`config.mk`:
```
export PLATFORM = sky130hd
export DESIGN_NAME = ppu
export DESIGN_NICKNAME = d
export VERILOG_FILES = /design/src/rtl/ppu_pkg.sv /design/src/rtl/ppu_pattern_gen.sv /design/src/rtl/ppu.sv
export SDC_FILE = /design/constraint.sdc
export NUM_CORES = 1
export LEC_CHECK = 0
export ABC_AREA = 1
export CAP_MARGIN = 15
export CORE_MARGIN = 2
export CORE_UTILIZATION = 43
export CTS_CLUSTER_SIZE = 12
export DETAILED_ROUTE_END_ITERATION = 8
export HOLD_SLACK_MARGIN = 0.05
export PLACE_DENSITY = 0.6
export SYNTH_ARGS = -nofsm -noshare
export SYNTH_HDL_FRONTEND = slang
export SYNTH_SLANG_ARGS = --single-unit
```
`constraint.sdc`:
```
create_clock -name clk -period 10.95 [get_ports clk]
set_input_delay 1.6425 -clock clk [delete_from_list [all_inputs] [get_ports clk]]
set_output_delay 1.6425 -clock clk [all_outputs]
set_load 0.1 [all_outputs]
```
`src/rtl/ppu_pkg.sv`:
```
// Shared definitions for the pixel pattern unit: pattern modes, default
// geometry and the small helpers used by the pattern generator.
package ppu_pkg;

    localparam int NREGS_DEF   = 10;
    localparam int H_TOTAL_DEF = 800;
    localparam int V_TOTAL_DEF = 525;
    localparam int CRD_W       = 16;

    typedef enum logic [2:0] {
        MODE_SOLID   = 3'd0,
        MODE_HBARS   = 3'd1,
        MODE_VBARS   = 3'd2,
        MODE_CHECKER = 3'd3,
        MODE_XOR     = 3'd4,
        MODE_PLASMA  = 3'd5,
        MODE_GRID    = 3'd6,
        MODE_DIAG    = 3'd7
    } mode_e;

    // Saturate a bar index so the last register covers the remainder of the screen.
    function automatic logic [CRD_W-1:0] clamp_idx(input logic [CRD_W-1:0] v,
                                                   input logic [CRD_W-1:0] lim);
        return (v > lim) ? lim : v;
    endfunction

endpackage

```
`src/rtl/ppu_pattern_gen.sv`:
```
// Combinational pattern generator: maps mode, pixel coordinates, frame
// number and the pattern registers onto one RRGGBBxx pixel byte.
module ppu_pattern_gen
    import ppu_pkg::*;
#(
    parameter int NREGS = NREGS_DEF
) (
    input  mode_e                  mode,
    input  logic [CRD_W-1:0]       x,
    input  logic [CRD_W-1:0]       y,
    input  logic [7:0]             frame,
    input  logic [NREGS-1:0][7:0]  regs,
    output logic [7:0]             pixel
);

    localparam int IW = (NREGS > 1) ? $clog2(NREGS) : 1;
    localparam logic [CRD_W-1:0] IDX_LAST = CRD_W'(NREGS - 1);

    logic [CRD_W-1:0] hbar_s;
    logic [CRD_W-1:0] vbar_s;
    logic [CRD_W-1:0] diff_s;
    logic [7:0]       sum_s;
    logic [IW-1:0]    hidx_s;
    logic [IW-1:0]    vidx_s;

    assign hbar_s = clamp_idx(x >> 6, IDX_LAST);
    assign vbar_s = clamp_idx(y >> 5, IDX_LAST);
    assign hidx_s = hbar_s[IW-1:0];
    assign vidx_s = vbar_s[IW-1:0];
    assign diff_s = x - y;
    assign sum_s  = x[7:0] + y[7:0] + frame;

    // Select the pixel byte for the requested pattern.
    always_comb begin
        pixel = 8'h00;
        case (mode)
            MODE_SOLID:   pixel = regs[0];
            MODE_HBARS:   pixel = regs[hidx_s];
            MODE_VBARS:   pixel = regs[vidx_s];
            MODE_CHECKER: pixel = (x[5] ^ y[5]) ? regs[1] : regs[2];
            MODE_XOR:     pixel = x[7:0] ^ y[7:0] ^ regs[3];
            MODE_PLASMA:  pixel = sum_s ^ regs[4];
            MODE_GRID:    pixel = regs[5] & {x[8:6], y[8:6], 2'b00};
            MODE_DIAG:    pixel = (diff_s[3:0] == 4'd0) ? regs[6] : regs[7];
            default:      pixel = 8'h00;
        endcase
    end

endmodule

```
`src/rtl/ppu.sv`:
```
// Pixel pattern unit: loads pattern registers during the sync phase and
// streams one pixel byte per accepted handshake during the run phase.
module ppu
    import ppu_pkg::*;
#(
    parameter int NREGS   = NREGS_DEF,
    parameter int H_TOTAL = H_TOTAL_DEF,
    parameter int V_TOTAL = V_TOTAL_DEF
) (
    input  logic       clk,
    input  logic       rst,
    input  logic       sync,
    input  logic [2:0] mode,
    input  logic [7:0] data_i,
    input  logic       stb_i,
    output logic       ack_i,
    output logic [7:0] data_o,
    output logic       stb_o,
    input  logic       ack_o
);

    localparam int IW = (NREGS > 1) ? $clog2(NREGS) : 1;
    localparam logic [IW-1:0]    WPTR_LAST = IW'(NREGS - 1);
    localparam logic [CRD_W-1:0] X_LAST    = CRD_W'(H_TOTAL - 1);
    localparam logic [CRD_W-1:0] Y_LAST    = CRD_W'(V_TOTAL - 1);

    logic [NREGS-1:0][7:0] regs_r;
    logic [IW-1:0]         wptr_r;
    logic [CRD_W-1:0]      x_r;
    logic [CRD_W-1:0]      y_r;
    logic [7:0]            frame_r;
    logic [7:0]            data_o_r;
    logic                  stb_o_r;

    logic [CRD_W-1:0]      nx_s;
    logic [CRD_W-1:0]      ny_s;
    logic [7:0]            nf_s;
    logic [CRD_W-1:0]      gx_s;
    logic [CRD_W-1:0]      gy_s;
    logic [7:0]            gf_s;
    logic [7:0]            pixel_s;
    logic                  accept_s;

    assign ack_i    = rst & sync & stb_i;
    assign accept_s = stb_o_r & ack_o;
    assign data_o   = data_o_r;
    assign stb_o    = stb_o_r;

    // Raster position that follows the pixel currently on data_o.
    always_comb begin
        nx_s = x_r + 16'd1;
        ny_s = y_r;
        nf_s = frame_r;
        if (x_r == X_LAST) begin
            nx_s = '0;
            if (y_r == Y_LAST) begin
                ny_s = '0;
                nf_s = frame_r + 8'd1;
            end else begin
                ny_s = y_r + 16'd1;
            end
        end else begin
            nx_s = x_r + 16'd1;
        end
    end

    // The first run cycle renders the current (origin) position; afterwards
    // each acceptance renders the following position.
    assign gx_s = stb_o_r ? nx_s : x_r;
    assign gy_s = stb_o_r ? ny_s : y_r;
    assign gf_s = stb_o_r ? nf_s : frame_r;

    ppu_pattern_gen #(
        .NREGS (NREGS)
    ) u_pattern_gen (
        .mode  (mode_e'(mode)),
        .x     (gx_s),
        .y     (gy_s),
        .frame (gf_s),
        .regs  (regs_r),
        .pixel (pixel_s)
    );

    // Pattern register file and its write pointer.
    always_ff @(posedge clk or negedge rst) begin
        if (!rst) begin
            regs_r <= '0;
            wptr_r <= '0;
        end else if (sync) begin
            if (stb_i) begin
                regs_r[wptr_r] <= data_i;
                wptr_r         <= (wptr_r == WPTR_LAST) ? '0 : wptr_r + 1'b1;
            end
        end else begin
            wptr_r <= '0;
        end
    end

    // Raster counters, advanced only by accepted pixels.
    always_ff @(posedge clk or negedge rst) begin
        if (!rst) begin
            x_r     <= '0;
            y_r     <= '0;
            frame_r <= 8'd0;
        end else if (sync) begin
            x_r     <= '0;
            y_r     <= '0;
            frame_r <= 8'd0;
        end else if (accept_s) begin
            x_r     <= nx_s;
            y_r     <= ny_s;
            frame_r <= nf_s;
        end
    end

    // Output pixel register and its strobe.
    always_ff @(posedge clk or negedge rst) begin
        if (!rst) begin
            data_o_r <= 8'd0;
            stb_o_r  <= 1'b0;
        end else if (sync) begin
            data_o_r <= 8'd0;
            stb_o_r  <= 1'b0;
        end else begin
            stb_o_r <= 1'b1;
            if (!stb_o_r || ack_o) begin
                data_o_r <= pixel_s;
            end
        end
    end

endmodule

```
# Word-level counts from Yosys, hierarchy flattened

Index checks and enable logic that the tools add are counted.

Flip-flop bits (word level): 133
Latch bits: 0
Memory bits (writable): 0
Memory bits (read-only): 0
Bits of input ports: 16
Output and inout bits: 10
Word-level logic and storage cells: 88
Memories: 0

$add $sub $neg: 7
Multiply operators: 0
Divide/modulo/power cells: 0
$lt $le $gt $ge: 6
Eq/ne operators: 11
Shifts and indexed selects: 0
Mux-type cells: 32
Bitwise gates (word level): 8
Reduce and logical (&&, ||, !) cells: 8

Operator list:

| cell                    | number |
|---|---|
| $mux W16                | 9 |
| $mux W8                 | 12 |
| $bwmux W80              | 1 |
| $bmux W8 S4             | 2 |
| $pmux W8 S8             | 1 |
| $add A16 B1 Y16 const B | 2 |
| $demux W8 S4            | 1 |
| $eq A16 B10 Y1 const B  | 2 |
| $xor A8 B8 Y8           | 3 |
| $mux W4                 | 5 |
| $add A8 B8 Y8           | 2 |
| $lt A4 B5 Y1 const B    | 3 |
| $eq A3 B3 Y1 const B    | 4 |
| $gt A11 B4 Y1 const B   | 1 |
| $gt A10 B4 Y1 const B   | 1 |
| $add A8 B1 Y8 const B   | 1 |
| $and A8 B8 Y8           | 1 |
| $eq A3 B2 Y1 const B    | 2 |
| $add A4 B1 Y4 const B   | 1 |
| $eq A4 B4 Y1 const B    | 1 |
| $ge A4 B1 Y1 const B    | 1 |
| $logic_not A4 Y1        | 1 |
| $reduce_bool A2 Y1      | 2 |
| $sub A4 B4 Y4           | 1 |
| other kinds (10)        | 12 |

# Depth between registers and ports, before layout

Depth after elaboration: 11
Gate-level depth with buffers: 33
Gate-level depth less buffers: 33

# Hierarchy

A second synthesis with hierarchy kept.

Cells, all modules: 1504
Area total of the unflattened synthesis: 10032.1 um2

Modules (own cells, without submodules):

| module          | times used | cells each | area an instance (um2) | seq. area each (um2) |
|---|---|---|---|---|
| ppu             | 1          | 905        | 6781.5                 | 3328.2 |
| ppu_pattern_gen | 1          | 599        | 3250.6                 | 0.0 |

# Worst setup path before layout

OpenSTA, ideal clock, no wires.

Path kind: input port to output port
Start point: in stb_i
End point: out ack_i
Arrival time: 2997 ps
Required time: 9308 ps
Slack: 6311 ps
Stages on the path: 2
Path buffers: 0
Cell sequence: nand2_1 > nor2_1

Word-level cells in the longest chain between the ends: 1

Ends and longest elaborated chain:

| element            | line      | RTL |
|---|---|---|
| start: declaration | ppu.sv:15 | `input logic stb_i,` |
| $and A1 B1 Y1      | ppu.sv:44 | `assign ack_i = rst & sync & stb_i;` |
| end: declaration   | ppu.sv:16 | `output logic ack_i,` |

No other way between the ends.

# Worst setup path after layout

Start point: in sync
End point: out ack_i

Word-level cells in the longest chain between the ends: 2

Ends and longest elaborated chain:

| element                     | line      | RTL |
|---|---|---|
| start: declaration          | ppu.sv:12 | `input logic sync,` |
| $and A1 B1 Y1 (2 in series) | ppu.sv:44 |  |

No other way between the ends.

==> metrics.md <==
| Metric | Value |
|---|---|
| Outcome | `finished clean` |
| Final hold violations | `0` |
| Synth Net Count | `1547` |
| Final setup margin | `5510 ps` |
| Area Growth Syn to Fin | `11.3%` |
| Worst Hold Path EP | `data_o[3]` |
| Slew @ Worst Pin | `977 ps` |
| Gr usage total | `0.287` |
| Starting density of the core | `0.437` |
| Synth Flop Type | `dfrtp_1` |
| Share of cells above drive strength 1 | `0.0552` |
| Hold_buf cts | `0` |
| Fmax | `0.184 GHz` |
| Met2 Use GR | `0.418` |
| First-pass GRT wire length | `53400 um` |
| Worst EP arrival | `3790 ps` |
| Post-route ant nets | `0` |
| Worst-path clk slew | `60 ps` |
| R2r setup slk | `6140 ps` |
| Register bit total from synthesis | `133` |
| Row count | `55` |
| Mapped cell area | `9860 sq um` |
| Startpoint types | `input pin` |
| # clock sinks | `133` |
| Maxcap violations | `0` |
| Register area share after synthesis | `0.337` |
| GR Util met1 | `0.440` |
| CTS Buffer Depth | `2` |
| Largest net degree at the start of global routing | `69` |
| Worst Path Required | `9310 ps` |
| VDD IR max | `0.0672 mV` |
| Power per cell area | `133 nW/um^2` |
| RSZ-0062 raised after global routing | `false` |
| Vias in the first global route | `9155` |
| Core Box Area | `22600 sq um` |
| EDFF count, synth | `0` |
| Global-route layer with the greatest usage | `met1` |
| Post-synthesis async set-or-reset flop share | `1.00` |
| Clk root buf | `clkbuf_16` |
| TNS Setup | `0 ps` |
| DR vias | `10200` |
| Kind of critical path | `input pin to output pin` |
| Gpl congestion | `0.933` |
| CTS tree | `yes` |
| Die width | `155 um` |
| N_diodes | `0` |
| Slew Viols, Final | `0` |
| Num CTS Buffers | `17` |
| Residual DRC count | `0` |
| GRT met3 Usage | `0.0415` |
| DR iter-0 viols | `1136` |
| Hold Crit Depth | `2` |
| Max Clock Skew | `12.6 ps` |
| DIE HEIGHT | `155 um` |
| Slew Limit Headroom | `0.346` |
| FF-to-FF End | `data_o[7]` |
| Later-pin clock latency in the skew report | `430 ps` |
| Critical path fanouts, max | `6` |
| Die footprint | `24200 sq um` |
| Initial antenna violation count | `0` |
| Final #Nets | `1551` |
| Total gr overflow | `0` |
| Critical R2R Launch | `x_r[0]` |
| Reg2reg path depth | `26` |
| Hold crit path type | `flip-flop to flip-flop` |
| Drt pass-1 iters | `6` |
| Leak | `5.20 nW` |
| Min cycle time layout | `5440 ps` |
| Cts repair resizes | `0` |
| Port Buffers | `25` |
| Synthesized area per cell | `6.56 sq um` |
| I/O pin count | `26` |
| YS warnings | `0` |
| HPWL after detailed placement | `23900 um` |
| H-tree depth | `4` |
| # setup viols final | `0` |
| DR WL/cell | `18.7 um` |
| Most common cell after layout, fill and taps aside | `nand2_1` |
| Setup WS pre-CTS | `5510 ps` |
| FILL cells | `2344` |
| Fin crit share | `0.496` |
| Hold path start | `data_o[3]` |
| Most frequent cells in the layout | `nand2_1, inv_1, o21ai_0` |
| Post-synthesis cell type count | `43` |
| Post-CTS Setup Bufs | `0` |
| Post-Syn Instances | `1504` |
| Worst setup EP type | `output pin` |
| Vias per cell | `5.65` |
| Total wire length | `33800 um` |
==> flip-flops by register name, summed over array words and instances (netlist names) <==
register  cells
x_r          16
regs_r       80
wptr_r        4
stb_o         1
y_r          16
data_o        8
frame_r       8
==> cells in the mapped netlist (3+ instances only) <==
| cell | count | area [sq um] |
|---|---|---|
| ha_1 | 19 | 238 |
| inv_1 | 168 | 631 |
| o21ai_1 | 9 | 45.0 |
| xor2_1 | 21 | 184 |
| nand3_1 | 151 | 756 |
| buf_6 | 5 | 56.3 |
| clkinv_1 | 4 | 15.0 |
| nor2_2 | 6 | 37.5 |
| nor3_1 | 17 | 85.1 |
| nand2_1 | 440 | 1650 |
| inv_2 | 9 | 33.8 |
| or2_2 | 4 | 25.0 |
| o22ai_1 | 17 | 106 |
| nand2_2 | 10 | 62.6 |
| clkbuf_1 | 32 | 120 |
| fa_1 | 8 | 160 |
| o211ai_1 | 22 | 165 |
| nand3_2 | 3 | 30.0 |
| xnor2_1 | 7 | 61.3 |
| a21oi_1 | 44 | 220 |
| buf_2 | 12 | 60.1 |
| buf_1 | 4 | 15.0 |
| a31oi_1 | 3 | 18.8 |
| o2111ai_1 | 3 | 26.3 |
| o21ai_0 | 153 | 766 |
| nor2_1 | 133 | 499 |
| dfrtp_1 | 133 | 3330 |
| nand4_1 | 49 | 307 |
==> cells by family (layout without fill, tap and decap cells) <==
logic type / count (synthesis) / in the layout / synth area share
and+or+nand+nor: 819 / 819 / 0.355
AOI/OAI and AO/OA: 261 / 261 / 0.146
buffers and inverters: 236 / 253 / 0.0956
DFF: 133 / 133 / 0.337
xor gates and xnor gates: 28 / 28 / 0.0249
adders and majority gates: 27 / 27 / 0.0403
==> layout make-up <==
type,instances,area (sq um),area share
Timing Repair Buffer,39,377,0.0343
Clock inverter,13,195,0.0178
Tap cell,285,357,0.0325
Clock buffer,19,443,0.0403
Inverter,182,684,0.0623
Sequential cell,133,3330,0.303
Multi-Input combinational cell,1135,5600,0.510
==> routing by layer <==
metal | vias to the layer above | wire (um)
met3 | 32 | 2780
li1 | 4932 | -
met4 | 0 | 537
met1 | 4814 | 16100
met5 | - | 0
met2 | 429 | 14400
==> critical path: stages <==
cell             delay, ps
clkdlybuf4s50_1        680
nand2_1                200
nor2_1                 120
clkdlybuf4s50_1       1140
==> per-stage QoR <==
stage / power (mW) / cell area [sq um] / util / instances / hold WS (ps)
2_1_floorplan: 0.737 / 9860 / - / 1504 / 453
3_3_place_gp: 0.820 / 10300 / 0.457 / 1772 / 463
3_5_place_dp: 0.823 / 10300 / 0.457 / 1772 / 464
4_1_cts: 1.46 / 10900 / 0.485 / 1804 / 482
5_1_grt: 1.52 / 11000 / 0.487 / 1806 / 502
6_report: 1.46 / 11000 / 0.487 / 1806 / 476
==> power by group <==
group	total [mW]	leakage (nW)	switching, mW	internal, mW
clock network	0.641	0.301	0.250	0.391
logic	0.254	3.08	0.171	0.0822
registers	0.568	1.81	0.0423	0.526
==> worst max path at each step <==
| stage | start | endpoint | slack, ps |
|---|---|---|---|
| 5_1_grt | sync | ack_i | 5450 |
| 6_report | sync | ack_i | 5510 |
| 3_3_place_gp | sync | ack_i | 5540 |
| 4_1_cts | sync | ack_i | 5500 |
| 2_1_floorplan | stb_i | ack_i | 6310 |
| 3_5_place_dp | sync | ack_i | 5510 |
Note: power is estimated with default switching activity, not from simulation.
